## config.mk

```make
export PLATFORM = sky130hd
export DESIGN_NAME = isp_binary_gen
export DESIGN_NICKNAME = d
export VERILOG_FILES = /design/src/rtl/isp_binary_gen.sv
export SDC_FILE = /design/constraint.sdc
export NUM_CORES = 1
export LEC_CHECK = 0
export ABC_AREA = 0
export BUFFER_PORTS_ARGS = -buffer_cell sky130_fd_sc_hd__buf_4
export CORE_UTILIZATION = 45
export CTS_BUF_LIST = sky130_fd_sc_hd__clkbuf_16
export DETAILED_ROUTE_END_ITERATION = 8
export HOLD_SLACK_MARGIN = 0.06
export REMOVE_ABC_BUFFERS = 1
export SYNTH_ARGS = -nofsm -noshare
export SYNTH_HDL_FRONTEND = slang
export SYNTH_SLANG_ARGS = --single-unit
```

## constraint.sdc

```tcl
create_clock -name vtc_clk -period 4.7 [get_ports vtc_clk]
set_input_delay 0.47 -clock vtc_clk [delete_from_list [all_inputs] [get_ports vtc_clk]]
set_output_delay 0.47 -clock vtc_clk [all_outputs]
set_load 0.1 [all_outputs]
```

## src/rtl/isp_binary_gen.sv

```systemverilog
// rtl/isp_binary_gen.sv - RGB565 to 1-bit binary stream with fixed or adaptive luma threshold

module isp_binary_gen #(
  parameter logic [10:0] H_PIXEL    = 11'd960,
  parameter logic [9:0]  V_PIXEL    = 10'd540,
  parameter logic [7:0]  FIX_THRESH = 8'd128,
  parameter logic        INV        = 1'b0
) (
  input  logic        vtc_clk,
  input  logic        vtc_rstn,
  input  logic        pre_hs,
  input  logic        pre_vs,
  input  logic        pre_wr_en,
  input  logic [15:0] pre_rgb565,
  input  logic        thresh_mode,
  output logic        isp_href,
  output logic        isp_vsync,
  output logic        isp_wr_en,
  output logic        isp_1bit_out,
  output logic [15:0] syn_data,
  output logic [7:0]  cur_thresh,
  output logic        frame_done
);

  // Guard the pixel counter against wrap when the nominal frame fills a large share of its range.
  localparam bit L_CNT_GUARD = (32'(H_PIXEL) * 32'(V_PIXEL)) > 32'h0003_FFFF;

  typedef enum logic [1:0] {S_IDLE, S_DIV, S_DONE} state_t;

  // Pipeline registers
  logic [15:0] r_prod_r, r_prod_g, r_prod_b;
  logic [17:0] r_sum;
  logic [2:0]  r_hs_sr, r_vs_sr, r_we_sr;
  logic [15:0] r_rgb_d1, r_rgb_d2, r_rgb_d3;
  logic        r_bit;

  // Statistics, divider and threshold state
  logic [27:0] r_y_sum;
  logic [19:0] r_pix_cnt;
  logic [19:0] r_divisor;
  logic [19:0] r_rem;
  logic [27:0] r_quo;
  logic [4:0]  r_iter;
  logic        r_suppress;
  logic [7:0]  r_adaptive;
  logic [7:0]  r_cur_thresh;
  logic        r_frame_done;
  state_t      r_state;
  state_t      w_state_next;
  state_t      w_start_state;

  logic [7:0]  w_r8, w_g8, w_b8;
  logic [7:0]  w_y2;
  logic        w_we2;
  logic        w_vs_rise, w_vs_fall;
  logic [28:0] w_ysum_add;
  logic [27:0] w_ysum_next;
  logic        w_cnt_full;
  logic [20:0] w_rem_sh;
  logic [20:0] w_rem_sub;
  logic        w_ge;
  logic        w_unused;

  assign w_r8 = {pre_rgb565[15:11], pre_rgb565[15:13]};
  assign w_g8 = {pre_rgb565[10:5],  pre_rgb565[10:9]};
  assign w_b8 = {pre_rgb565[4:0],   pre_rgb565[4:2]};

  assign w_y2      = r_sum[15:8];
  assign w_we2     = r_we_sr[1];
  assign w_unused  = ^{r_sum[17:16], r_sum[7:0]};

  // Edges are taken against the first stage of the vs delay line.
  assign w_vs_rise = pre_vs & ~r_vs_sr[0];
  assign w_vs_fall = ~pre_vs & r_vs_sr[0];

  assign w_ysum_add  = {1'b0, r_y_sum} + {21'd0, w_y2};
  assign w_ysum_next = w_ysum_add[28] ? 28'hFFF_FFFF : w_ysum_add[27:0];
  assign w_cnt_full  = L_CNT_GUARD & (&r_pix_cnt);

  assign w_rem_sh  = {r_rem, r_quo[27]};
  assign w_rem_sub = w_rem_sh - {1'b0, r_divisor};
  assign w_ge      = (w_rem_sh >= {1'b0, r_divisor});

  assign w_start_state = (r_pix_cnt == 20'd0) ? S_DONE : S_DIV;

  // Luma products, sum and binarisation plus the matching 3-stage control/data delay.
  always_ff @(posedge vtc_clk or negedge vtc_rstn) begin
    if (!vtc_rstn) begin
      r_prod_r <= '0;
      r_prod_g <= '0;
      r_prod_b <= '0;
      r_sum    <= '0;
      r_hs_sr  <= '0;
      r_vs_sr  <= '0;
      r_we_sr  <= '0;
      r_rgb_d1 <= '0;
      r_rgb_d2 <= '0;
      r_rgb_d3 <= '0;
      r_bit    <= 1'b0;
    end else begin
      r_prod_r <= 16'd77  * {8'd0, w_r8};
      r_prod_g <= 16'd150 * {8'd0, w_g8};
      r_prod_b <= 16'd29  * {8'd0, w_b8};
      r_sum    <= {2'b00, r_prod_r} + {2'b00, r_prod_g} + {2'b00, r_prod_b};
      r_hs_sr  <= {r_hs_sr[1:0], pre_hs};
      r_vs_sr  <= {r_vs_sr[1:0], pre_vs};
      r_we_sr  <= {r_we_sr[1:0], pre_wr_en};
      r_rgb_d1 <= pre_rgb565;
      r_rgb_d2 <= r_rgb_d1;
      r_rgb_d3 <= r_rgb_d2;
      r_bit    <= w_we2 & ((w_y2 > r_cur_thresh) ^ INV);
    end
  end

  // Per-frame luma sum and pixel count; a vs rise hands them to the divider and restarts them.
  always_ff @(posedge vtc_clk or negedge vtc_rstn) begin
    if (!vtc_rstn) begin
      r_y_sum   <= '0;
      r_pix_cnt <= '0;
    end else if (w_vs_rise) begin
      r_y_sum   <= w_we2 ? {20'd0, w_y2} : 28'd0;
      r_pix_cnt <= w_we2 ? 20'd1 : 20'd0;
    end else if (w_we2) begin
      r_y_sum   <= w_ysum_next;
      if (!w_cnt_full) begin
        r_pix_cnt <= r_pix_cnt + 20'd1;
      end
    end
  end

  // Restoring divider: latch on vs rise (which also aborts a running division), one bit per cycle.
  always_ff @(posedge vtc_clk or negedge vtc_rstn) begin
    if (!vtc_rstn) begin
      r_divisor  <= '0;
      r_rem      <= '0;
      r_quo      <= '0;
      r_iter     <= '0;
      r_suppress <= 1'b0;
    end else if (w_vs_rise) begin
      r_divisor  <= r_pix_cnt;
      r_rem      <= '0;
      r_quo      <= r_y_sum;
      r_iter     <= '0;
      r_suppress <= (r_pix_cnt == 20'd0);
    end else if (r_state == S_DIV) begin
      r_rem  <= w_ge ? w_rem_sub[19:0] : w_rem_sh[19:0];
      r_quo  <= {r_quo[26:0], w_ge};
      r_iter <= r_iter + 5'd1;
    end
  end

  // State register, done pulse, adaptive result and frame-boundary threshold commit.
  always_ff @(posedge vtc_clk or negedge vtc_rstn) begin
    if (!vtc_rstn) begin
      r_state      <= S_IDLE;
      r_frame_done <= 1'b0;
      r_adaptive   <= FIX_THRESH;
      r_cur_thresh <= FIX_THRESH;
    end else begin
      r_state      <= w_state_next;
      r_frame_done <= (w_state_next == S_DONE);
      if ((r_state == S_DONE) && !r_suppress) begin
        r_adaptive <= (|r_quo[27:8]) ? 8'hFF : r_quo[7:0];
      end
      if (w_vs_fall) begin
        r_cur_thresh <= thresh_mode ? r_adaptive : FIX_THRESH;
      end
    end
  end

  // Next state: any vs rise (re)starts the mean computation.
  always_comb begin
    w_state_next = r_state;
    case (r_state)
      S_IDLE: begin
        if (w_vs_rise) w_state_next = w_start_state;
      end
      S_DIV: begin
        if (w_vs_rise)               w_state_next = w_start_state;
        else if (r_iter == 5'd27)    w_state_next = S_DONE;
      end
      S_DONE: begin
        if (w_vs_rise) w_state_next = w_start_state;
        else           w_state_next = S_IDLE;
      end
      default: w_state_next = S_IDLE;
    endcase
  end

  assign isp_href     = r_hs_sr[2];
  assign isp_vsync    = r_vs_sr[2];
  assign isp_wr_en    = r_we_sr[2];
  assign isp_1bit_out = r_bit;
  assign syn_data     = r_rgb_d3;
  assign cur_thresh   = r_cur_thresh;
  assign frame_done   = r_frame_done;

endmodule
```

==> impl_metrics.json, run 1 <==
{
  "yosys-top-cells-area": "dfrtp_1, ha_1, fa_1, nand2_1, inv_1",
  "r2r-start": "r_rem[1]",
  "worst_path_max_delay_cell": "a2111oi_0",
  "critPathLaunch": "pre_rgb565[7]",
  "p_leak_nw": 7.57,
  "synth_top_area_cell": "dfrtp_1",
  "io_pins": 51,
  "final_cell_area_um2": 15800,
  "p_int_mw": 5.94,
  "fillers": 2768,
  "combPwrFrac_pct": 47.0,
  "seqPwrFrac_pct": 31.5,
  "area_growth_pct": 13.1,
  "clkLatencyLatePin_ns": 0.55,
  "p_per_area_nw_per_um2": 624,
  "crit_fanout": 5,
  "num-nets-final": 1654,
  "grt_antenna_before_repair": 0,
  "grt_setup_unrepaired": "no",
  "tightest_slew_ns": 1.06,
  "drv_slew": 0,
  "cp-end-kind": "flop",
  "synth_ff_type": "dfrtp_1",
  "final_util_pct": 51.7,
  "htree_num_levels": 1,
  "min_period_ns": 4.03,
  "fp.coreArea_um2": 30600,
  "synth-edff-count": 0,
  "rr_endpoint": "r_rem[14]",
  "ff2ff_path_depth": 10,
  "worstSetupPathType": "input port to flop",
  "ir_worst_vdd_v": 0.000309,
  "drive_gt1_share_pct": 8.06,
  "drc": 0,
  "maxSlewHeadroom_pct": 28.5,
  "place_area_um2": 14800,
  "final_cells": 1860,
  "via_per_inst": 5.32,
  "swShare_pct": 39.8,
  "synth.most_common_cell": "dfrtp_1",
  "first_pass_iters": 5,
  "dp_hpwl_um": 20900,
  "hold_violations": 0,
  "cp.arrival_ns": 4.45,
  "synthesis.area_um2": 14000,
  "synth_cells": 1386,
  "cts_root_buffer": "clkbuf_16",
  "p_switching_mw": 3.93,
  "r2r_slack_ns": 1.24,
  "n_antenna_cell": 0,
  "start_util_pct": 45.7,
  "synth_top_area_share_pct": 43.5,
  "ant_nets": 0,
  "die-area_um2": 31800,
  "yosys-top-cells-count": "dfrtp_1, ha_1, nand2_1, inv_1, nor2_1",
  "ys_ff_latch": 245,
  "clock-sinks": 245,
  "syn_avg_cell_area_um2": 10.1,
  "min_to": "r_rgb_d1[1]",
  "io_buffers": 50,
  "vias": 9904,
  "clockBufferDepth": 3,
  "slowest_delay_ns": 0.61,
  "fin_skew_ns": 0.00643,
  "ys_seq_area_share_pct": 43.9,
  "grt_pass1_wl_um": 49400,
  "period_share_pct": 85.6,
  "yosys.cell_types.count": 67,
  "whs_path_depth": 1,
  "cp-start-kind": "input port",
  "setup_viol": 0,
  "cts_buffers": 28,
  "placed_cells": 1798,
  "rows": 64,
  "cp_cell_sequence": "dlygate4sd3_1 > buf_4 > ha_1 > ha_1 > inv_1 > fa_1 > fa_1 > inv_1 > ha_1 > nor4_1 > nor3_1 > a2111oi_0 > a21oi_1 > xor2_1",
  "fin_tns_setup_ns": 0,
  "grt_pass1_vias": 9978,
  "clk_pin_slew_worst_paths_ns": 0.06,
  "grt.overflow.total": 0,
  "place_congestion": 0.869,
  "chipHeight_um": 178,
  "cp_common_cell": "ha_1",
  "clock_power_share_pct": 21.5,
  "hp-start": "pre_rgb565[1]",
  "grt_usage_pct": 19.4,
  "routedWlPerCell_um": 15.8,
  "async_flop_share_pct": 100,
  "crit_required_ns": 5.13,
  "drt-total-wl_um": 29300,
  "cts_tree": "built",
  "fmax_mhz": 248,
  "drt_iter0_drc": 615,
  "max-cap-violations": 0,
  "post-cts-setup-buffer-count": 0,
  "chipWidth_um": 178,
  "cts_resized": 0,
  "status": "completed",
  "hold_class": "input port to flop",
  "grt_max_degree": 131,
  "yosysWarnings": 0
}
## routing by layer
| layer | vias up | global-route usage, % | routed length (um) |
|---|---|---|---|
| li1 | 4936 | - | - |
| met1 | 4771 | 26.1 | 13800 |
| met2 | 146 | 32.3 | 13800 |
| met3 | 51 | 2.58 | 915 |
| met4 | 0 | 6.21 | 830 |
| met5 | - | 0 | 0 |
## logic make-up (layout without fill, tap and decap cells)
| kind of cell | count (synthesis) | count (layout) | share of synthesized area [%] |
|---|---|---|---|
| DFF | 245 | 245 | 43.9 |
| muxes | 14 | 14 | 1.01 |
| buffers and inverters | 171 | 249 | 4.65 |
| xor gates and xnor gates | 76 | 76 | 4.76 |
| and+or+nand+nor | 393 | 393 | 13.3 |
| adders and majority gates | 189 | 189 | 19.0 |
| AOI/OAI and AO/OA | 298 | 298 | 13.4 |
## through the flow
step | hold slack, ns | power (mW) | worst slack, ns
after floorplan | 0.174 | 6.70 | -0.0396
after global placement | 0.331 | 7.69 | 0.713
after detailed placement | 0.335 | 7.77 | 0.700
after CTS | 0.0622 | 9.97 | 0.727
after global routing | 0.0705 | 10.7 | 0.501
final | 0.0860 | 9.87 | 0.675
## worst max-delay path by stage
stage / to / slack [ns] / cells past startpoint
after global placement: r_prod_g[14] / 0.71 / 13
after global routing: r_prod_g[14] / 0.50 / 14
after floorplan: r_pix_cnt[17] / -0.04 / 6
after CTS: r_prod_g[14] / 0.73 / 14
after detailed placement: r_prod_g[14] / 0.70 / 13
final: r_prod_g[14] / 0.67 / 14
## layout make-up
| type | count | area (um2) | share of cell area (%) |
|---|---|---|---|
| multi-input cells | 970 | 7230 | 45.7 |
| clock inverters | 23 | 201 | 1.27 |
| inverters | 127 | 477 | 3.01 |
| flip-flops and latches | 245 | 6130 | 38.8 |
| repair buffers | 71 | 581 | 3.67 |
| clock buffers | 28 | 701 | 4.43 |
| well taps | 396 | 495 | 3.13 |
## layout by cell type, fill, tap and decap left out, types with 20 or more instances in the layout
master and n:
nor2_1 107, a31oi_1 37, fa_1 39, buf_4 58, ha_1 150, nand2_1 133, o21ai_0 77, xnor2_1 42
a21oi_1 79, xor2_1 34, nor3_1 20, a21o_1 21, dfrtp_1 243, inv_1 130, nand3_1 22, clkbuf_16 28
## worst max-delay path, delay by kind of cell
family                   cells  cell delay [ns]
adder cells (fa/ha/maj)      5             1.79
buffers and inverters        4             0.79
AO/OA/AOI/OAI                2             0.78
AND/OR/NAND/NOR              2             0.44
XOR/XNOR                     1             0.17
## state kept, by name (all words and copies together) (netlist names), 5 cells and up
name / count
r_pix_cnt: 20
r_prod_g: 14
syn_data: 16
r_iter: 5
cur_thresh: 8
r_rem: 20
r_rgb_d1: 16
r_sum: 8
r_prod_b: 11
r_prod_r: 13
r_divisor: 20
r_adaptive: 8
r_rgb_d2: 16
r_quo: 28
r_y_sum: 28
## what timing repair did
action                                 4_1_cts  5_1_grt
setup endpoints to repair                    0        0
endpoints found under the hold margin       71        0
hold buffers                                11        0
## power by group through the flow
| stage | combinational, mW | clock, mW | sequential [mW] |
|---|---|---|---|
| 2_1_floorplan | 3.49 | 0 | 3.21 |
| 3_3_place_gp | 4.54 | 0 | 3.14 |
| 4_1_cts | 4.66 | 2.19 | 3.12 |
| 3_5_place_dp | 4.63 | 0 | 3.14 |
| 5_1_grt | 5.29 | 2.28 | 3.18 |
| 6_report | 4.64 | 2.12 | 3.11 |
Power figures use the tool's default switching activity.
==> inputs of run 2 (changes only) <==
- CORE_MARGIN: not set -> 10
- TNS_END_PERCENT: not set -> 100
==> run 2 against run 1 <==
  * Clock skew up 0.014 ns
  * Critical path depth unchanged
  * Utilization up 0.20 points
  * First-iteration DRC count down 5.4%
  * Cell count about the same
  * Sequential share of layout area down 0.25 points
  * Clock-buffer cell count up 1
  * Sequential power about the same
  * Register-to-register slack worse by 0.02 ns
  * Die area up 21%
==> impl_metrics.json, run 2 (synthesis gave the netlist of run 1 again) <==
{
  "grt.busiest_layer": "met2",
  "tightest_slew_ns": 0.932,
  "cts_tree": "built",
  "worst_path_max_delay_cell": "a2111oi_0",
  "cts_buffers": 28,
  "via_per_inst": 5.35,
  "fin_skew_ns": 0.0202,
  "first_pass_iters": 5,
  "slowest_delay_ns": 0.62,
  "grt_max_degree": 112,
  "multi_input_area_um2": 7230,
  "clkLatencyLatePin_ns": 0.55,
  "max-cap-violations": 0,
  "drt-total-wl_um": 30000,
  "grt_antenna_before_repair": 1,
  "cp_common_cell": "ha_1",
  "r2r-start": "r_quo[27]",
  "globalRouteMet3Util_pct": 2.10,
  "post-cts-setup-buffer-count": 0,
  "place_area_um2": 14800,
  "cp_cell_sequence": "dlygate4sd3_1 > buf_4 > ha_1 > ha_1 > inv_1 > fa_1 > fa_1 > inv_1 > ha_1 > nor4_1 > nor3_1 > a2111oi_0 > a21oi_1 > xor2_1",
  "min_to": "r_rgb_d1[7]",
  "worstSetupPathType": "input port to flop",
  "hold_class": "input port to flop",
  "final_cell_area_um2": 15900,
  "fin_tns_setup_ns": 0,
  "htree_num_levels": 1,
  "grt.overflow.total": 0,
  "setup_viol": 0,
  "start_util_pct": 45.6,
  "fillers": 2761,
  "rr_endpoint": "r_rem[14]",
  "num-nets-final": 1652,
  "whs_path_depth": 1,
  "dp_hpwl_um": 21700,
  "cp-start-kind": "input port",
  "fmax_mhz": 255,
  "area_growth_pct": 13.8,
  "clk_pin_slew_worst_paths_ns": 0.06,
  "p_per_area_nw_per_um2": 639,
  "grt_pass1_vias": 10373,
  "r2r_slack_ns": 1.22,
  "routedWlPerCell_um": 16.2,
  "hp-start": "pre_rgb565[7]",
  "ant_nets": 0,
  "ff2ff_path_depth": 11,
  "grt_pass1_wl_um": 52000,
  "crit_fanout": 5,
  "n_antenna_cell": 0,
  "layout_common_cells": "dfrtp_1, ha_1, nand2_1",
  "final_common_cell": "dfrtp_1",
  "cp.arrival_ns": 4.34,
  "p_leak_nw": 7.58,
  "drc": 0,
  "reg_top3": "r_quo (28), r_y_sum (28)",
  "cp-end-kind": "flop",
  "cts_resized": 0,
  "drv_slew": 0,
  "area.sequential_um2": 6130,
  "place_congestion": 0.816,
  "io_buffers": 50,
  "die-area_um2": 38500,
  "rows": 64,
  "maxSlewHeadroom_pct": 37.6,
  "met1_usage_pct": 20.7,
  "ir_worst_vdd_v": 0.000297,
  "crit_required_ns": 5.12,
  "clock-sinks": 245,
  "clockBufferDepth": 3,
  "chipHeight_um": 196,
  "total_power_mw": 10.2,
  "grt_setup_unrepaired": "no",
  "period_share_pct": 83.4,
  "use_met2_pct": 27.0,
  "drive_gt1_share_pct": 8.68,
  "status": "completed",
  "min_period_ns": 3.92,
  "fp.coreArea_um2": 30700,
  "hold_violations": 0,
  "drt_iter0_drc": 582,
  "cts_root_buffer": "clkbuf_16",
  "grt_usage_pct": 15.9,
  "vias": 9940,
  "io_pins": 51,
  "hold_slack_ns": 0.0897,
  "chipWidth_um": 196
}
==> run 2: repair_timing <==
item | CTS | global route
setup endpoints to repair | 0 | 0
hold endpoints to repair | 116 | 0
hold buffers | 8 | 0
==> run 2: worst max-delay path, delay by kind of cell <==
kind                       cells  cell delay (ns)
adders and majority gates      5             1.65
AOI/OAI and AO/OA              2             0.80
buffers and inverters          4             0.79
and+or+nand+nor                2             0.46
xor gates and xnor gates       1             0.17
==> run 2: worst max path at each step <==
stage | start | to | slack [ns]
6_report | pre_rgb565[6] | r_prod_g[14] | 0.78
5_1_grt | pre_rgb565[6] | r_prod_g[14] | 0.52
4_1_cts | pre_rgb565[6] | r_prod_g[14] | 0.83
3_5_place_dp | pre_rgb565[7] | r_prod_g[14] | 0.66
3_3_place_gp | pre_rgb565[7] | r_prod_g[14] | 0.71
2_1_floorplan | pre_vs | r_pix_cnt[17] | -0.04
==> run 2: through the flow <==
stage | setup slack [ns] | utilization [%] | std cells
floorplan | -0.0396 | - | 1342
global placement | 0.706 | 48.3 | 1799
detailed placement | 0.660 | 48.3 | 1799
CTS | 0.832 | 51.9 | 1859
global route | 0.525 | 51.9 | 1859
finish | 0.780 | 51.9 | 1859
==> run 2: per-layer routing <==
metal / wire length (um) / share of wire, %
met3: 907 / 3.0
met2: 14600 / 49
met5: 13 / 0.043
met4: 817 / 2.7
met1: 13700 / 46
==> run 2: where the power goes <==
group          switching [mW]  internal, mW
Clock                   0.926          1.46
Combinational            2.66          2.02
Sequential              0.428          2.68
Total                    4.02          6.16
==> run 2: final cells by class <==
cell class              count  area share, %
clock buffers              29           4.56
clock inverters            23           1.89
inverters                 127           3.00
multi-input cells         970           45.4
flip-flops and latches    245           38.5
well taps                 396           3.11
repair buffers             69           3.51
